[config.mk]
export PLATFORM = sky130hd
export DESIGN_NAME = csr_req_master
export DESIGN_NICKNAME = d
export VERILOG_FILES = /design/src/rtl/csr_req_master.sv
export SDC_FILE = /design/constraint.sdc
export NUM_CORES = 1
export LEC_CHECK = 0
export ABC_AREA = 1
export CORE_MARGIN = 8
export CORE_UTILIZATION = 44
export CTS_BUF_LIST = sky130_fd_sc_hd__clkbuf_2
export CTS_CLUSTER_SIZE = 20
export DETAILED_ROUTE_END_ITERATION = 6
export PLACE_DENSITY = 0.95
export SYNTH_ARGS = -nofsm -noshare
export SYNTH_HDL_FRONTEND = slang
export SYNTH_SLANG_ARGS = --single-unit
[constraint.sdc]
create_clock -name clk -period 4 [get_ports clk]
set_input_delay 0.8 -clock clk [delete_from_list [all_inputs] [get_ports clk]]
set_output_delay 0.8 -clock clk [all_outputs]
set_load 0.02 [all_outputs]
[src/rtl/csr_req_master.sv]
// rtl/csr_req_master.sv - CSR instruction request master: issue, wait, response, writeback, exception.
// Optional response timeout enabled by defining CSR_REQ_TIMEOUT_EN.
module csr_req_master #(
   parameter int REG_WIDTH      = 32,
   parameter int TIMEOUT_CYCLES = 16
) (
   input  logic                 clk,
   input  logic                 rst_n,
   input  logic                 instr_vld,
   output logic                 instr_rdy,
   input  logic [2:0]           instr_funct3,
   input  logic [11:0]          instr_csr_addr,
   input  logic [4:0]           instr_rs1_idx,
   input  logic [REG_WIDTH-1:0] instr_rs1_val,
   input  logic [4:0]           instr_imm,
   input  logic [4:0]           instr_rd,
   output logic                 csr_req_en,
   output logic [1:0]           csr_req_op,
   output logic [2:0]           csr_funct3,
   output logic [4:0]           csr_imm,
   output logic [REG_WIDTH-1:0] rs1_val,
   output logic [11:0]          csr_req_addr,
   input  logic [31:0]          csr_req_rdata,
   input  logic                 csr_req_rvalid,
   input  logic [2:0]           csr_act_rsp,
   output logic                 csr_rrsp,
   output logic                 wb_vld,
   input  logic                 wb_rdy,
   output logic [4:0]           wb_rd,
   output logic [REG_WIDTH-1:0] wb_data,
   output logic                 excp_vld,
   output logic [1:0]           excp_cause
);

   typedef enum logic [2:0] {
      IDLE = 3'd0,
      REQ  = 3'd1,
      WAIT = 3'd2,
      RSP  = 3'd3,
      WB   = 3'd4,
      EXCP = 3'd5
   } state_t;

   state_t     state;
   state_t     state_nxt;
   logic       accept;
   logic       illegal;
   logic       sample;
   logic       timeout;
   logic [1:0] op_dec;

   assign accept  = instr_vld & instr_rdy;
   assign illegal = (instr_funct3[1:0] == 2'b00);
   assign sample  = ((state == REQ) || (state == WAIT)) && csr_req_rvalid;

`ifdef CSR_REQ_TIMEOUT_EN
   logic [7:0] wait_cnt;

   assign timeout = (state == WAIT) && !csr_req_rvalid &&
                    (wait_cnt == 8'(TIMEOUT_CYCLES - 1));

   always_ff @(posedge clk or negedge rst_n) begin
      if (!rst_n)
         wait_cnt <= 8'd0;
      else if (state == WAIT)
         wait_cnt <= wait_cnt + 8'd1;
      else
         wait_cnt <= 8'd0;
   end
`else
   assign timeout = 1'b0;
`endif

   // Read is skipped only for CSRRW/CSRRWI to x0; write is skipped for set/clear with a zero mask source.
   always_comb begin
      op_dec = 2'b11;
      if ((instr_funct3[1:0] == 2'b01) && (instr_rd == 5'd0))
         op_dec[1] = 1'b0;
      if (instr_funct3[1] && ((!instr_funct3[2] && (instr_rs1_idx == 5'd0)) ||
                              ( instr_funct3[2] && (instr_imm == 5'd0))))
         op_dec[0] = 1'b0;
   end

   always_ff @(posedge clk or negedge rst_n) begin
      if (!rst_n)
         state <= IDLE;
      else
         state <= state_nxt;
   end

   always_comb begin
      state_nxt  = state;
      instr_rdy  = 1'b0;
      csr_req_en = 1'b0;
      csr_rrsp   = 1'b0;
      wb_vld     = 1'b0;
      excp_vld   = 1'b0;
      case (state)
         IDLE: begin
            // Gated by rst_n so ready drops the instant reset asserts.
            instr_rdy = rst_n;
            if (accept)
               state_nxt = illegal ? EXCP : REQ;
         end
         REQ, WAIT: begin
            csr_req_en = (state == REQ);
            if (sample) begin
               if (csr_act_rsp[2])
                  state_nxt = EXCP;
               else if (csr_req_op[1])
                  state_nxt = RSP;
               else
                  state_nxt = IDLE;
            end else if (timeout) begin
               state_nxt = EXCP;
            end else begin
               state_nxt = WAIT;
            end
         end
         RSP: begin
            csr_rrsp  = 1'b1;
            state_nxt = (wb_rd != 5'd0) ? WB : IDLE;
         end
         WB: begin
            wb_vld = 1'b1;
            if (wb_rdy)
               state_nxt = IDLE;
         end
         EXCP: begin
            excp_vld  = 1'b1;
`ifdef CSR_REQ_TIMEOUT_EN
            // Acknowledge on timeout so a late responder drops its pending data.
            csr_rrsp  = (excp_cause == 2'b11);
`endif
            state_nxt = IDLE;
         end
         default: state_nxt = IDLE;
      endcase
   end

   always_ff @(posedge clk or negedge rst_n) begin
      if (!rst_n) begin
         csr_req_op   <= 2'b00;
         csr_funct3   <= 3'd0;
         csr_imm      <= 5'd0;
         rs1_val      <= '0;
         csr_req_addr <= 12'd0;
         wb_rd        <= 5'd0;
         wb_data      <= '0;
         excp_cause   <= 2'b00;
      end else begin
         if (accept) begin
            csr_req_op   <= op_dec;
            csr_funct3   <= instr_funct3;
            csr_imm      <= instr_imm;
            rs1_val      <= instr_rs1_val;
            csr_req_addr <= instr_csr_addr;
            wb_rd        <= instr_rd;
            excp_cause   <= illegal ? 2'b10 : 2'b00;
         end
         if (sample) begin
            if (csr_act_rsp[2])
               excp_cause <= csr_act_rsp[1:0];
            else
               wb_data <= REG_WIDTH'(csr_req_rdata);
         end
         if (timeout)
            excp_cause <= 2'b11;
      end
   end

endmodule

# Word level (Yosys, flattened, before mapping)
# Cells that the tools add are included.
# Widths: inputs -> output; s select.
# classes
eq_ne	8
muxes	19
bitwise_logic	2
n_reduce_logical	17
# ops
op	count
$mux 3	6
$logic_not 5->1	3
$pmux 3 s4	1
$mux 2	5
$mux 1	7
$eq 3x2->1 const B	2
$eq 3x3->1 const B	2
$logic_and 1x1->1	5
$reduce_bool 5->1	1
$ne 2x2->1 const B	2
$reduce_and 2->1	2
$eq 3x1->1 const B	1
$logic_not 3->1	1
$eq 2x1->1 const B	1
$logic_not 2->1	1
$logic_or 1x1->1	2
$reduce_or 2->1	1
$and 1x1->1	1
$logic_not 1->1	1
$not 1->1	1
# totals
regBits	96
output_inout_bits	98
elab_cells	55

# Depth between registers and ports, before layout
# depth
depth_word	6
depth_mapped	8
mapped_depth_nobuf	7

# Worst setup path after synthesis
# No wires, ideal clock.
# synth_timing
path_type	input to output
start	input port rst_n
end	output port instr_rdy
t_arrival_ns	1.097
t_required_ns	3.200
path_slack_ns	2.103
path_stages	2
path_buffers	0
cell_sequence	inv_1 > nor2_2
# synth_between
elab_chain_len	1
# synth_rtl
element	line_no	text
from (decl)	8	input logic rst_n,
$mux 1	98	case (state)
to (decl)	10	output logic instr_rdy,
# No other way between the ends.

# Worst setup path in the final report
# layout_timing
start	register state[1]
end	output port instr_rdy
# layout_between
elab_chain_len	2
# layout_rtl
element	line_no	text
from (decl)	44	state_t state;
from (signal assigned)	88	state <= state_nxt;
$logic_not 3->1	98	
$mux 1	98	
# No other way between the ends.

==> results.cfg <==
[sta]
fin_crit_sh_pct = 72.1
fin_crit_ns = 2.88
rsz0062_at_grt = false
setup_tns_ns = 0
final-max-slew-violation-count = 0
slew_headroom_pct = 20.7
hold_viol_final = 0
final-setup-viol-count = 0
worst-slew-pin-transition_ns = 1.19
skew_ns = 0.0379
clock.fmax_ghz = 0.347

[routing]
drc_errors = 0
drt_pass1_iterations = 4
viasPerCell = 4.96
drtIter0Drc = 182
wl_per_cell_microns = 16.6
routed_wl_microns = 12600
ant_nets = 0
num_vias = 3768

[power]
p_per_area_nw_per_um2 = 762
leakage_nw = 2.94
vdd_ir_drop_max_mv = 0.411

[cells_and_area]
final_common_cell = nand2_1
syn_to_final_growth_pct = 54.9
diodes = 0
layout.nets = 749
layout-drive-gt1-share_pct = 4.60
design_area_sq_um = 6080
final_cell_mix = 248 x nand2_1, 198 x clkdlybuf4s50_1, 96 x dfrtp_1
fillCellCount = 663

[synth]
yosys_warnings = 0
ys_seq_area_share_pct = 61.2
synth_cells = 454
syn_nets = 556
netlist_area_sq_um = 3920
syn_area_per_cell_sq_um = 8.64
synth-seq-cells = 96
yosysUniqueCellTypes = 19

[floorplanning]
die-area_sq_um = 12200
rows = 34
num_io_pins = 200
die_width_microns = 110
start_util_pct = 45.2
die_y_microns = 110
core_sq_um = 8680

[global_route]
antenna_found_initial = 0
grt_pass1_wl_microns = 20700
grtUsageMet2_pct = 34.3
grt_pass1_vias = 4110
grtUsageMet3_pct = 9.63
busiest_layer = met2
grt_max_degree = 67
grt_overflow = 0
grt.total_usage_pct = 20.6
use_met1_pct = 22.3

[clocking]
clkSinkCount = 96
cts_hold_buf = 0
cts-buffers-inserted = 9
cts.path.max_buffers = 2
path_clk_slew_ns = 0.27
root_buffer = clkbuf_2
cts_tree = yes
htreeDepth = 3
clock_latency_ns = 0.54
postCtsSetupBuffers = 0
ctsResizeCount = 0

[placement]
gp_congestion = 0.873
placed_cell_area_sq_um = 5930
port_buffers = 199
hpwlAfterDp_microns = 9770

[critical_path]
cp.arrival_ns = 2.08
worstPathCellList = nor2_4 -> nand2_2 -> nor2_2 -> clkdlybuf4s50_1
cp_max_fo = 5
critPathKind = reg2out
worst-path-buf-inv = 1
cp.required_ns = 3.20
crit_path_end_kind = output pin
cp_top_family = buffers and inverters
max_stage_delay_ns = 0.62
worst_setup_path_start_kind = register
critPathSlowestCell = clkdlybuf4s50_1

[outcome]
status = finished, final reports clean

[flow_run]
maxCapViolCount = 0

[worst_hold_path]
min_path_type = in2async
## report_power, final
part           internal, mW  switching (mW)  total, mW
sequential             1.41           0.264       1.68
combinational          1.08            1.32       2.40
clock                 0.213           0.342      0.556
total                  2.70            1.92       4.63
## per-layer routing
layer / vias up / routed length (microns)
li1: 1789 / -
met1: 1770 / 4880
met2: 185 / 6080
met3: 24 / 1380
met4: 0 / 289
met5: - / 0
## layout make-up
class                           instances  area (sq um)  share of cell area (%)
Sequential cell                        96          2400                    39.5
Timing Repair Buffer                  204          2030                    33.3
Multi-Input combinational cell        321          1310                    21.6
Tap cell                              108           135                    2.22
Clock inverter                          7           101                    1.67
Inverter                               15          56.3                   0.926
Clock buffer                            9          45.0                   0.741
## cell usage after synthesis (all sizes together)
| master | n | area share [%] |
|---|---|---|
| a211oi | 1 | 0.19 |
| a21oi | 1 | 0.13 |
| buf | 14 | 3.2 |
| clkbuf | 8 | 0.77 |
| dfrtp | 96 | 61 |
| inv | 15 | 1.4 |
| nand2 | 250 | 24 |
| nand3 | 7 | 0.89 |
| nand3b | 1 | 0.19 |
| nand4 | 1 | 0.16 |
| nor2 | 16 | 1.9 |
| nor3 | 5 | 0.92 |
| o21ai | 39 | 5.0 |
## path summary, 6_finish.rpt
path | startpoint | endpoint | slack (ns) | depth (start not counted)
setup / recovery | state[1] | instr_rdy | 1.12 | 4
min in group clk | csr_req_addr[6] | csr_req_addr[6] | 0.52 | 2
setup reg to reg | state[1] | csr_imm[4] | 1.78 | 5
hold reg to reg | csr_req_addr[6] | csr_req_addr[6] | 0.52 | 2
hold / removal | rst_n | rs1_val[14] | 0.28 | 2
max in group asynchronous | rst_n | state[1] | 2.57 | 3
## flip-flops by register name (all words and copies together), names as in the netlist, 3 cells and up
signal	count
csr_imm	5
wb_data	32
csr_funct3	3
state	3
rs1_val	32
wb_rd	5
csr_req_addr	12
## through the flow
step	util [%]	hold WS, ns	std cells	worst slack (ns)	power (mW)
finish	70.0	0.282	760	1.12	4.63
global route	70.0	0.259	760	0.968	4.94
CTS	70.0	0.254	760	1.07	4.68
detailed placement	68.4	0.467	744	1.22	4.12
global placement	68.4	0.462	744	1.36	4.02
floorplan	-	0.504	454	2.10	2.85
## cells by family after synthesis
logic type | synth area share (%)
compound gates | 5.29
simple gates | 28.1
flops | 61.2
buf+inv | 5.42
## worst reg2reg max path, cell delays in order, from the launching register on
cell and delay [ns]:
dfrtp_1 0.50, nor2_4 0.20, nand2_2 0.12, nor2_2 0.13, nand2_2 0.63, o21ai_0 0.55
No activity file was read; power rests on OpenSTA's default activity.
